## src/rtl/alu_exec_unit_if.sv

```systemverilog
// ----------------------------------------------------------------------------
// alu_exec_unit_if
// Request/response bundle between the KGP-RISC control path and the
// multi-cycle execute unit.
//   Request  (master -> slave): in_valid, alucode, op_a, op_b
//   Request  (slave -> master): in_ready
//   Response (slave -> master): out_valid, result, carry, zero, sign, illegal
//   Response (master -> slave): out_ready
// ----------------------------------------------------------------------------
interface alu_exec_unit_if #(
    parameter int WIDTH = 32
);
    logic             in_valid;
    logic             in_ready;
    logic [3:0]       alucode;
    logic [WIDTH-1:0] op_a;
    logic [WIDTH-1:0] op_b;
    logic             out_valid;
    logic             out_ready;
    logic [WIDTH-1:0] result;
    logic             carry;
    logic             zero;
    logic             sign;
    logic             illegal;

    // Requester side (control FSM / testbench)
    modport master (
        output in_valid, alucode, op_a, op_b, out_ready,
        input  in_ready, out_valid, result, carry, zero, sign, illegal
    );

    // Execute unit side
    modport slave (
        input  in_valid, alucode, op_a, op_b, out_ready,
        output in_ready, out_valid, result, carry, zero, sign, illegal
    );
endinterface

```

## src/rtl/alu_exec_unit.sv

```systemverilog
// ----------------------------------------------------------------------------
// alu_exec_unit
// Multi-cycle execute unit. Add/AND/XOR/complement and illegal codes finish
// one cycle after acceptance; shifts walk one bit position per cycle so a
// shift by n finishes n cycles later than a single-cycle op. Results and flags
// are registered and held stable until the consumer takes them.
//
// Ports:
//   clk  - rising-edge clock
//   rst  - synchronous, active-high reset
//   bus  - alu_exec_unit_if.slave (valid/ready request and response)
// ----------------------------------------------------------------------------
module alu_exec_unit #(
    parameter int WIDTH = 32
) (
    input  logic                 clk,
    input  logic                 rst,
    alu_exec_unit_if.slave       bus
);

    localparam int CW = $clog2(WIDTH);

    localparam logic [3:0] OP_ADD  = 4'b0000;
    localparam logic [3:0] OP_ADDI = 4'b0001;
    localparam logic [3:0] OP_AND  = 4'b0010;
    localparam logic [3:0] OP_XOR  = 4'b0011;
    localparam logic [3:0] OP_SHLL = 4'b0100;
    localparam logic [3:0] OP_COMP = 4'b0101;
    localparam logic [3:0] OP_SHRL = 4'b0110;
    localparam logic [3:0] OP_SHRA = 4'b0111;

    typedef enum logic [1:0] {
        S_IDLE  = 2'b00,
        S_SHIFT = 2'b01,
        S_DONE  = 2'b10
    } state_e;

    // Single-cycle datapath: returns {carry, result}. Illegal codes and the
    // shift codes (handled elsewhere) yield all zeros.
    function automatic logic [WIDTH:0] alu_single(
        input logic [3:0]       code,
        input logic [WIDTH-1:0] a,
        input logic [WIDTH-1:0] b
    );
        logic [WIDTH:0] r;
        r = {(WIDTH+1){1'b0}};
        case (code)
            OP_ADD, OP_ADDI: r = {1'b0, a} + {1'b0, b};
            OP_AND:          r = {1'b0, a & b};
            OP_XOR:          r = {1'b0, a ^ b};
            // Carry out of ~b+1 is set only when ~b is all ones, i.e. b == 0.
            OP_COMP:         r = {1'b0, ~b} + {{WIDTH{1'b0}}, 1'b1};
            default:         r = {(WIDTH+1){1'b0}};
        endcase
        return r;
    endfunction

    function automatic logic is_shift(input logic [3:0] code);
        logic s;
        case (code)
            OP_SHLL, OP_SHRL, OP_SHRA: s = 1'b1;
            default:                   s = 1'b0;
        endcase
        return s;
    endfunction

    // One bit position of the iterative shifter. SHRA fills from the MSB
    // captured at acceptance, not from the partially shifted value.
    function automatic logic [WIDTH-1:0] shift_step(
        input logic [3:0]       code,
        input logic [WIDTH-1:0] v,
        input logic             fill
    );
        logic [WIDTH-1:0] r;
        case (code)
            OP_SHLL: r = {v[WIDTH-2:0], 1'b0};
            OP_SHRL: r = {1'b0, v[WIDTH-1:1]};
            OP_SHRA: r = {fill, v[WIDTH-1:1]};
            default: r = v;
        endcase
        return r;
    endfunction

    state_e           state_q,     state_d;
    logic [3:0]       code_q,      code_d;
    logic [WIDTH-1:0] sh_q,        sh_d;
    logic [CW-1:0]    cnt_q,       cnt_d;
    logic             fill_q,      fill_d;
    logic [WIDTH-1:0] result_q,    result_d;
    logic             carry_q,     carry_d;
    logic             zero_q,      zero_d;
    logic             sign_q,      sign_d;
    logic             illegal_q,   illegal_d;
    logic             out_valid_q, out_valid_d;
    logic             in_ready_q,  in_ready_d;

    logic             load_s;
    logic [WIDTH-1:0] load_val_s;
    logic             load_carry_s;
    logic             load_ill_s;
    logic [WIDTH:0]   single_s;
    logic [WIDTH-1:0] step_s;
    logic [CW-1:0]    amt_s;

    // Next-state and next-output computation for the execute FSM.
    always_comb begin
        state_d      = state_q;
        code_d       = code_q;
        sh_d         = sh_q;
        cnt_d        = cnt_q;
        fill_d       = fill_q;
        out_valid_d  = out_valid_q;
        in_ready_d   = in_ready_q;
        load_s       = 1'b0;
        load_val_s   = {WIDTH{1'b0}};
        load_carry_s = 1'b0;
        load_ill_s   = 1'b0;
        single_s     = alu_single(bus.alucode, bus.op_a, bus.op_b);
        step_s       = shift_step(code_q, sh_q, fill_q);
        amt_s        = bus.op_b[CW-1:0];

        case (state_q)
            S_IDLE: begin
                if (bus.in_valid) begin
                    code_d = bus.alucode;
                    sh_d   = bus.op_a;
                    cnt_d  = amt_s;
                    fill_d = bus.op_a[WIDTH-1];
                    if (is_shift(bus.alucode) && (amt_s != {CW{1'b0}})) begin
                        state_d    = S_SHIFT;
                        in_ready_d = 1'b0;
                    end else if (is_shift(bus.alucode)) begin
                        // Zero-length shift passes op_a straight through.
                        load_s     = 1'b1;
                        load_val_s = bus.op_a;
                    end else begin
                        load_s       = 1'b1;
                        load_val_s   = single_s[WIDTH-1:0];
                        load_carry_s = single_s[WIDTH];
                        load_ill_s   = bus.alucode[3];
                    end
                end else begin
                    state_d = S_IDLE;
                end
            end
            S_SHIFT: begin
                sh_d  = step_s;
                cnt_d = cnt_q - {{(CW-1){1'b0}}, 1'b1};
                if (cnt_q == {{(CW-1){1'b0}}, 1'b1}) begin
                    load_s     = 1'b1;
                    load_val_s = step_s;
                end else begin
                    state_d = S_SHIFT;
                end
            end
            S_DONE: begin
                if (bus.out_ready) begin
                    state_d     = S_IDLE;
                    out_valid_d = 1'b0;
                    in_ready_d  = 1'b1;
                end else begin
                    state_d = S_DONE;
                end
            end
            default: begin
                state_d     = S_IDLE;
                out_valid_d = 1'b0;
                in_ready_d  = 1'b1;
            end
        endcase

        // Flags are computed from the value being registered so they always
        // describe the held result.
        if (load_s) begin
            state_d     = S_DONE;
            out_valid_d = 1'b1;
            in_ready_d  = 1'b0;
            result_d    = load_val_s;
            carry_d     = load_carry_s;
            illegal_d   = load_ill_s;
            zero_d      = (load_val_s == {WIDTH{1'b0}});
            sign_d      = load_val_s[WIDTH-1];
        end else begin
            result_d    = result_q;
            carry_d     = carry_q;
            illegal_d   = illegal_q;
            zero_d      = zero_q;
            sign_d      = sign_q;
        end
    end

    // State and output registers; reset abandons any operation in flight.
    always_ff @(posedge clk) begin
        if (rst) begin
            state_q     <= S_IDLE;
            code_q      <= 4'b0000;
            sh_q        <= {WIDTH{1'b0}};
            cnt_q       <= {CW{1'b0}};
            fill_q      <= 1'b0;
            result_q    <= {WIDTH{1'b0}};
            carry_q     <= 1'b0;
            zero_q      <= 1'b0;
            sign_q      <= 1'b0;
            illegal_q   <= 1'b0;
            out_valid_q <= 1'b0;
            in_ready_q  <= 1'b1;
        end else begin
            state_q     <= state_d;
            code_q      <= code_d;
            sh_q        <= sh_d;
            cnt_q       <= cnt_d;
            fill_q      <= fill_d;
            result_q    <= result_d;
            carry_q     <= carry_d;
            zero_q      <= zero_d;
            sign_q      <= sign_d;
            illegal_q   <= illegal_d;
            out_valid_q <= out_valid_d;
            in_ready_q  <= in_ready_d;
        end
    end

    // in_ready is masked while reset is held so nothing is offered mid-reset.
    assign bus.in_ready  = in_ready_q & ~rst;
    assign bus.out_valid = out_valid_q;
    assign bus.result    = result_q;
    assign bus.carry     = carry_q;
    assign bus.zero      = zero_q;
    assign bus.sign      = sign_q;
    assign bus.illegal   = illegal_q;

endmodule

```

## src/flat_wrapper.sv

```systemverilog
// flat-port wrapper written by rule: the top's interface ports become plain ports
module alu_exec_unit_flat 
#(
    parameter int WIDTH = 32
)
  (clk, rst, bus_in_valid, bus_alucode, bus_op_a, bus_op_b, bus_out_ready, bus_in_ready, bus_out_valid, bus_result, bus_carry, bus_zero, bus_sign, bus_illegal);
  alu_exec_unit_if #(.WIDTH(WIDTH)) bus_i ();
  input  logic clk;
  input  logic rst;
  input wire logic [$bits(bus_i.in_valid)-1:0] bus_in_valid;
  input wire logic [$bits(bus_i.alucode)-1:0] bus_alucode;
  input wire logic [$bits(bus_i.op_a)-1:0] bus_op_a;
  input wire logic [$bits(bus_i.op_b)-1:0] bus_op_b;
  input wire logic [$bits(bus_i.out_ready)-1:0] bus_out_ready;
  output wire logic [$bits(bus_i.in_ready)-1:0] bus_in_ready;
  output wire logic [$bits(bus_i.out_valid)-1:0] bus_out_valid;
  output wire logic [$bits(bus_i.result)-1:0] bus_result;
  output wire logic [$bits(bus_i.carry)-1:0] bus_carry;
  output wire logic [$bits(bus_i.zero)-1:0] bus_zero;
  output wire logic [$bits(bus_i.sign)-1:0] bus_sign;
  output wire logic [$bits(bus_i.illegal)-1:0] bus_illegal;
  assign bus_i.in_valid = bus_in_valid;
  assign bus_i.alucode = bus_alucode;
  assign bus_i.op_a = bus_op_a;
  assign bus_i.op_b = bus_op_b;
  assign bus_i.out_ready = bus_out_ready;
  assign bus_in_ready = bus_i.in_ready;
  assign bus_out_valid = bus_i.out_valid;
  assign bus_result = bus_i.result;
  assign bus_carry = bus_i.carry;
  assign bus_zero = bus_i.zero;
  assign bus_sign = bus_i.sign;
  assign bus_illegal = bus_i.illegal;
  alu_exec_unit #(.WIDTH(WIDTH)) u_core (.clk(clk), .rst(rst), .bus(bus_i));
endmodule
```

## config.mk

```make
export PLATFORM = sky130hd
export DESIGN_NAME = alu_exec_unit_flat
export DESIGN_NICKNAME = d
export VERILOG_FILES = /design/src/rtl/alu_exec_unit_if.sv /design/src/rtl/alu_exec_unit.sv /design/src/flat_wrapper.sv
export SDC_FILE = /design/constraint.sdc
export NUM_CORES = 1
export LEC_CHECK = 0
export ABC_CLOCK_PERIOD_IN_PS = 2800
export CORE_ASPECT_RATIO = 1.75
export CORE_UTILIZATION = 52
export DETAILED_ROUTE_END_ITERATION = 10
export PLACE_DENSITY = 0.79
export SYNTH_ARGS = -nofsm -noshare
export SYNTH_HDL_FRONTEND = slang
export SYNTH_SLANG_ARGS = --single-unit
```

## constraint.sdc

```tcl
create_clock -name clk -period 2.8 [get_ports clk]
set_input_delay 0.28 -clock clk [delete_from_list [all_inputs] [get_ports clk]]
set_output_delay 0.28 -clock clk [all_outputs]
set_load 0.02 [all_outputs]
```

==> flow_summary.yaml, run 1 <==
clocking:
  cts_hold_buf: 0
  clockRootBuffer: "clkbuf_16"
  cts.path.max_buffers: 2
  cts.sink_count: 81
  cts_htree_levels: 3
  cts_made_buffers: 9
synth:
  async_flop_share_pct: 0
  yosys.area.top_type: "dfxtp_1"
  syn-cell-area_sq_um: 8160
  synth_seq_cells: 81
  synth_cell_types: 83
  synth_warnings: 0
  yosysSeqAreaShare_pct: 19.9
  synth_flop_cell: "dfxtp_1"
  synth_nets: 1259
  netlist_instances: 1150
  syn_area_per_cell_sq_um: 7.09
  synthDominantCellAreaShare_pct: 19.9
  synth-edff-count: 0
  ys_top_cells_by_area: "dfxtp_1, a21oi_1, nand2_1, ha_1, a22oi_1"
global_routing:
  grt.overflow.total: 1
  grt_pass1_vias: 13244
  grt_max_degree: 83
  grt_usage_pct: 57.5
  grt_pass1_wl_microns: 72500
placed_design:
  place.gp.congestion: 1.08
  place_ws_ns: -1.04
  io_buffers: 109
  dpl.hpwl_microns: 33000
  placed_cell_area_sq_um: 12000
floorplan:
  dieWidth_microns: 96.7
  fp-row-count: 60
  io_pins: 110
  start_util_pct: 53.0
  die_h_microns: 168
run_status:
  error_line: "[ERROR GRT-0116] Global routing finished with congestion. Check the congestion regions in the DRC Viewer."
  haltStage: "5_1_grt"
  status: "aborted with a tool error"
==> per-stage QoR <==
step,instances,hold slack (ns)
3_3_place_gp,1716,0.442
3_5_place_dp,1716,0.453
4_1_cts,1765,0.453
2_1_floorplan,1150,0.435
==> cell families after synthesis <==
family	synth area share, %
and+or+nand+nor	25.1
muxes	2.18
xor gates and xnor gates	3.33
buffers and inverters	5.77
AOI/OAI and AO/OA	38.0
adders and majority gates	5.77
DFF	19.9
==> what timing repair did <==
item,CTS
gates resized for setup,153
setup buffers,33
endpoints found under the setup margin,12
pin swaps,40
==> layer usage <==
metal | global-route usage (%) | overflow
met5 | 1.23 | 0
met2 | 89.4 | 1
met4 | 67.5 | 0
met3 | 22.5 | 0
met1 | 53.2 | 0
==> synth_stat cells, types with 7 or more instances <==
master and count:
and3_1 24, xor2_1 13, nor2b_1 9, a22oi_1 51, ha_1 36, a222oi_1 11
a211oi_1 24, a21oi_1 137, o211ai_1 11, nor2_1 86, nand3_1 37, inv_1 22
clkbuf_1 75, a31oi_1 16, buf_2 10, nand2_1 138, buf_1 11, mux2i_1 11
o21a_1 8, o31ai_1 10, a21o_1 14, a221o_1 10, o22ai_1 19, nor3_1 25
o21bai_1 7, dfxtp_1 81, nor4_1 11, a221oi_1 21, nand2b_1 11, nand4_1 14
xnor2_1 18, a211o_1 7, or3_1 14, o21ai_0 48
==> run 2: changes to the inputs <==
--- a/config.mk
+++ b/config.mk
@@ -5,11 +5,10 @@
 export SDC_FILE = /design/constraint.sdc
 export NUM_CORES = 1
 export LEC_CHECK = 0
-export ABC_CLOCK_PERIOD_IN_PS = 2800
-export CORE_ASPECT_RATIO = 1.75
-export CORE_UTILIZATION = 52
+export ABC_CLOCK_PERIOD_IN_PS = 3600
+export CORE_UTILIZATION = 40
 export DETAILED_ROUTE_END_ITERATION = 10
-export PLACE_DENSITY = 0.79
+export PLACE_DENSITY_LB_ADDON = 0.15
 export SYNTH_ARGS = -nofsm -noshare
 export SYNTH_HDL_FRONTEND = slang
 export SYNTH_SLANG_ARGS = --single-unit
==> constraint.sdc (replaced) <==
create_clock -name clk -period 3.6 [get_ports clk]
set_input_delay 0.36 -clock clk [delete_from_list [all_inputs] [get_ports clk]]
set_output_delay 0.36 -clock clk [all_outputs]
set_load 0.02 [all_outputs]
==> run 2 against run 1 <==
Against the previous run: the run now ends clean; synthesized cell count did not move; synthesized area did not move.
==> flow_summary.yaml, run 2 <==
floorplan:
  dieArea_sq_um: 21000
  die_h_microns: 145
  coreArea_sq_um: 19700
  io_pins: 110
  start_util_pct: 41.4
  fp-row-count: 51
  dieWidth_microns: 145
synth:
  synth_warnings: 0
  synth_commonest_cells: "nand2_1, a21oi_1, nor2_1"
  synthDominantCellAreaShare_pct: 19.9
  synth_flop_cell: "dfxtp_1"
  ys_top_cells_by_area: "dfxtp_1, a21oi_1, nand2_1, ha_1, a22oi_1"
  synth_nets: 1259
  synthAdderAreaFrac_pct: 5.77
  yosys.area.top_type: "dfxtp_1"
  synthMuxAreaShare_pct: 2.18
  syn_area_per_cell_sq_um: 7.09
  synthSimpleGateAreaFrac_pct: 25.1
  yosysMostFrequentCell: "nand2_1"
  async_flop_share_pct: 0
  synth_seq_cells: 81
  yosysSeqAreaShare_pct: 19.9
  syn-cell-area_sq_um: 8160
  synth-xor-area-share_pct: 3.33
  netlist_instances: 1150
  synth_cell_types: 83
  synth-compound-area-share_pct: 38.0
  synth-edff-count: 0
  synth_top_family_by_area: "compound AO/OA/AOI/OAI gates"
timing:
  worstMarginPinSlew_ns: 0.928
  fin_worst_skew_ns: 0.0139
  period_minus_slack_ns: 3.52
  fmax_ghz: 0.284
  finalSetupTns_ns: 0
  finalCritPeriodShare_pct: 97.9
  layout_setup_ws_ns: 0.0759
  relSlewSlack_pct: 37.9
  setup_viol: 0
  hold_ws_ns: 0.445
  hold_viol: 0
  slew_violations: 0
global_routing:
  grt.overflow.total: 0
  antenna_found_initial: 0
  grt_pass1_wl_microns: 57200
  grt_usage_pct: 36.7
  grt_pass1_vias: 9713
  grt_max_degree: 67
worst_setup_path:
  critPathTopFamily: "simple AND/OR/NAND/NOR gates"
  crit_type: "in -> reg"
  r2r_cells: 11
  crit_path_top_delay_cell: "clkdlybuf4s50_1"
  max_stage_delay_ns: 0.48
  cp_max_fo: 4
  worstPathArrival_ns: 3.83
  path_buf_inv: 3
  rr_endpoint: "u_core.bus.zero"
  r2r_start: "u_core.code_q[2]"
  r2r_setup_slack_ns: 0.35
  cp-end-kind: "flip-flop"
  setup.worst_path.start_class: "input port"
  path_cells: "clkdlybuf4s50_1 > ha_1 > inv_1 > fa_2 > nor2b_4 > o2111ai_4 > buf_4 > a21oi_1 > o21ai_1 > mux2i_1 > a2bb2oi_1 > nor4b_2 > nand4_1 > nor4_2 > a32o_1"
  crit_required_ns: 3.91
power:
  pwr-share-seq_pct: 28.6
  p_int_mw: 2.25
  ir_drop_uv: 239
  comb_power_share_pct: 43.8
  p_per_area_nw_per_um2: 315
  p_sw_mw: 1.45
  switching_share_pct: 39.2
  p_clk_share_pct: 27.6
  p_leak_nw: 4.58
  power_mw: 3.70
clocking:
  cts_htree_levels: 3
  clockRootBuffer: "clkbuf_16"
  cts_tree: "yes"
  cts.sink_count: 81
  clock_latency_ns: 0.36
  clk_pin_slew_ns: 0.08
  cts_made_buffers: 9
  cts.path.max_buffers: 2
finish:
  fill_cells: 1830
  nNetsFinal: 1556
  multi_input_area_sq_um: 6200
  area_delta_synth_final_pct: 43.6
  drive_gt1_share_pct: 23.7
  mostFrequentLayoutCell: "buf_4"
  regArea_sq_um: 1620
  diodes: 0
  most-common-layout-cells: "buf_4, nand2_1, a21oi_1"
drt:
  route.met3.wl_microns: 4290
  first_iter_violations: 1529
  met2_length_microns: 16200
  wl_met1_microns: 17100
  remaining_drc_errors: 0
  vias: 10861
  via_per_inst: 6.33
  highest_layer: "met4"
  routed_wl_microns: 38500
  dr.pass1.iters: 6
  drtAntennaViolNets: 0
  wl_per_cell_microns: 22.4
min_path:
  min_path_cells: 3
  holdCritPathClass: "in -> reg"
  hold_start: "rst"
  min_to: "u_core.bus.result[0]"
placed_design:
  place.gp.congestion: 1.01
  place_ws_ns: -0.476
  dpl.hpwl_microns: 30300
  io_buffers: 109
job:
  drv_cap: 0
run_status:
  status: "finished clean"
-- run 2: repair_timing --
item / 4_1_cts / 5_1_grt
resized for setup: 5 / 22
cloned: 0 / 0
setup buffers: 0 / 5
pin swaps: 2 / 14
setup endpoints to repair: 1 / 3
hold buffers: 0 / 0
-- run 2: cell families (layout without fill, tap and decap cells) --
logic type	after synthesis	in the layout
compound gates	453	453
simple gates	411	411
mux	17	17
flops	81	81
buf+inv	120	422
fa+ha+maj	37	37
xor+xnor	31	31
-- run 2: cell type report --
type / count / share of cell area (%)
clock buffers: 9 / 1.92
clock inverters: 7 / 0.726
inverters: 22 / 0.705
multi-input cells: 949 / 52.9
flip-flops and latches: 81 / 13.8
well taps: 265 / 2.83
repair buffers: 384 / 27.1
-- run 2: through the flow --
stage               area (sq um)  cells  utilization, %
finish                     11700   1717            59.4
global route               11700   1717            59.4
CTS                        11600   1712            58.8
detailed placement         11300   1696            57.1
global placement           11300   1696            57.1
floorplan                   8160   1150               -
-- run 2: how the worst max path moves through the flow --
stage          slack, ns         from              end  depth (start not counted)
2_1_floorplan       0.46  bus_op_b[3]  u_core.bus.zero                         12
3_3_place_gp       -0.34  bus_op_b[0]  u_core.bus.zero                         14
6_report            0.08  bus_op_a[0]  u_core.bus.zero                         15
4_1_cts            0.003  bus_op_b[0]  u_core.bus.zero                         14
5_1_grt            -0.02  bus_op_a[0]  u_core.bus.zero                         14
3_5_place_dp       -0.48  bus_op_b[0]  u_core.bus.zero                         15
-- run 2: power groups by stage --
stage | clock, mW | combinational [mW] | sequential [mW]
2_1_floorplan | 0 | 0.786 | 1.09
3_3_place_gp | 0 | 1.54 | 1.07
3_5_place_dp | 0 | 1.54 | 1.07
5_1_grt | 1.06 | 1.72 | 1.07
4_1_cts | 1.03 | 1.55 | 1.05
6_report | 1.02 | 1.62 | 1.06
-- run 2: per-layer routing --
| metal | up-vias | global-route usage [%] |
|---|---|---|
| met5 | - | 0 |
| met4 | 0 | 9.53 |
| met3 | 71 | 8.19 |
| met2 | 675 | 54.7 |
| met1 | 5107 | 52.7 |
| li1 | 5008 | - |
-- run 2: worst min-delay path, stage by stage --
cell     delay, ns
buf_2         0.12
buf_4         0.23
a21oi_1       0.05
Power figures use the tool's default switching activity.
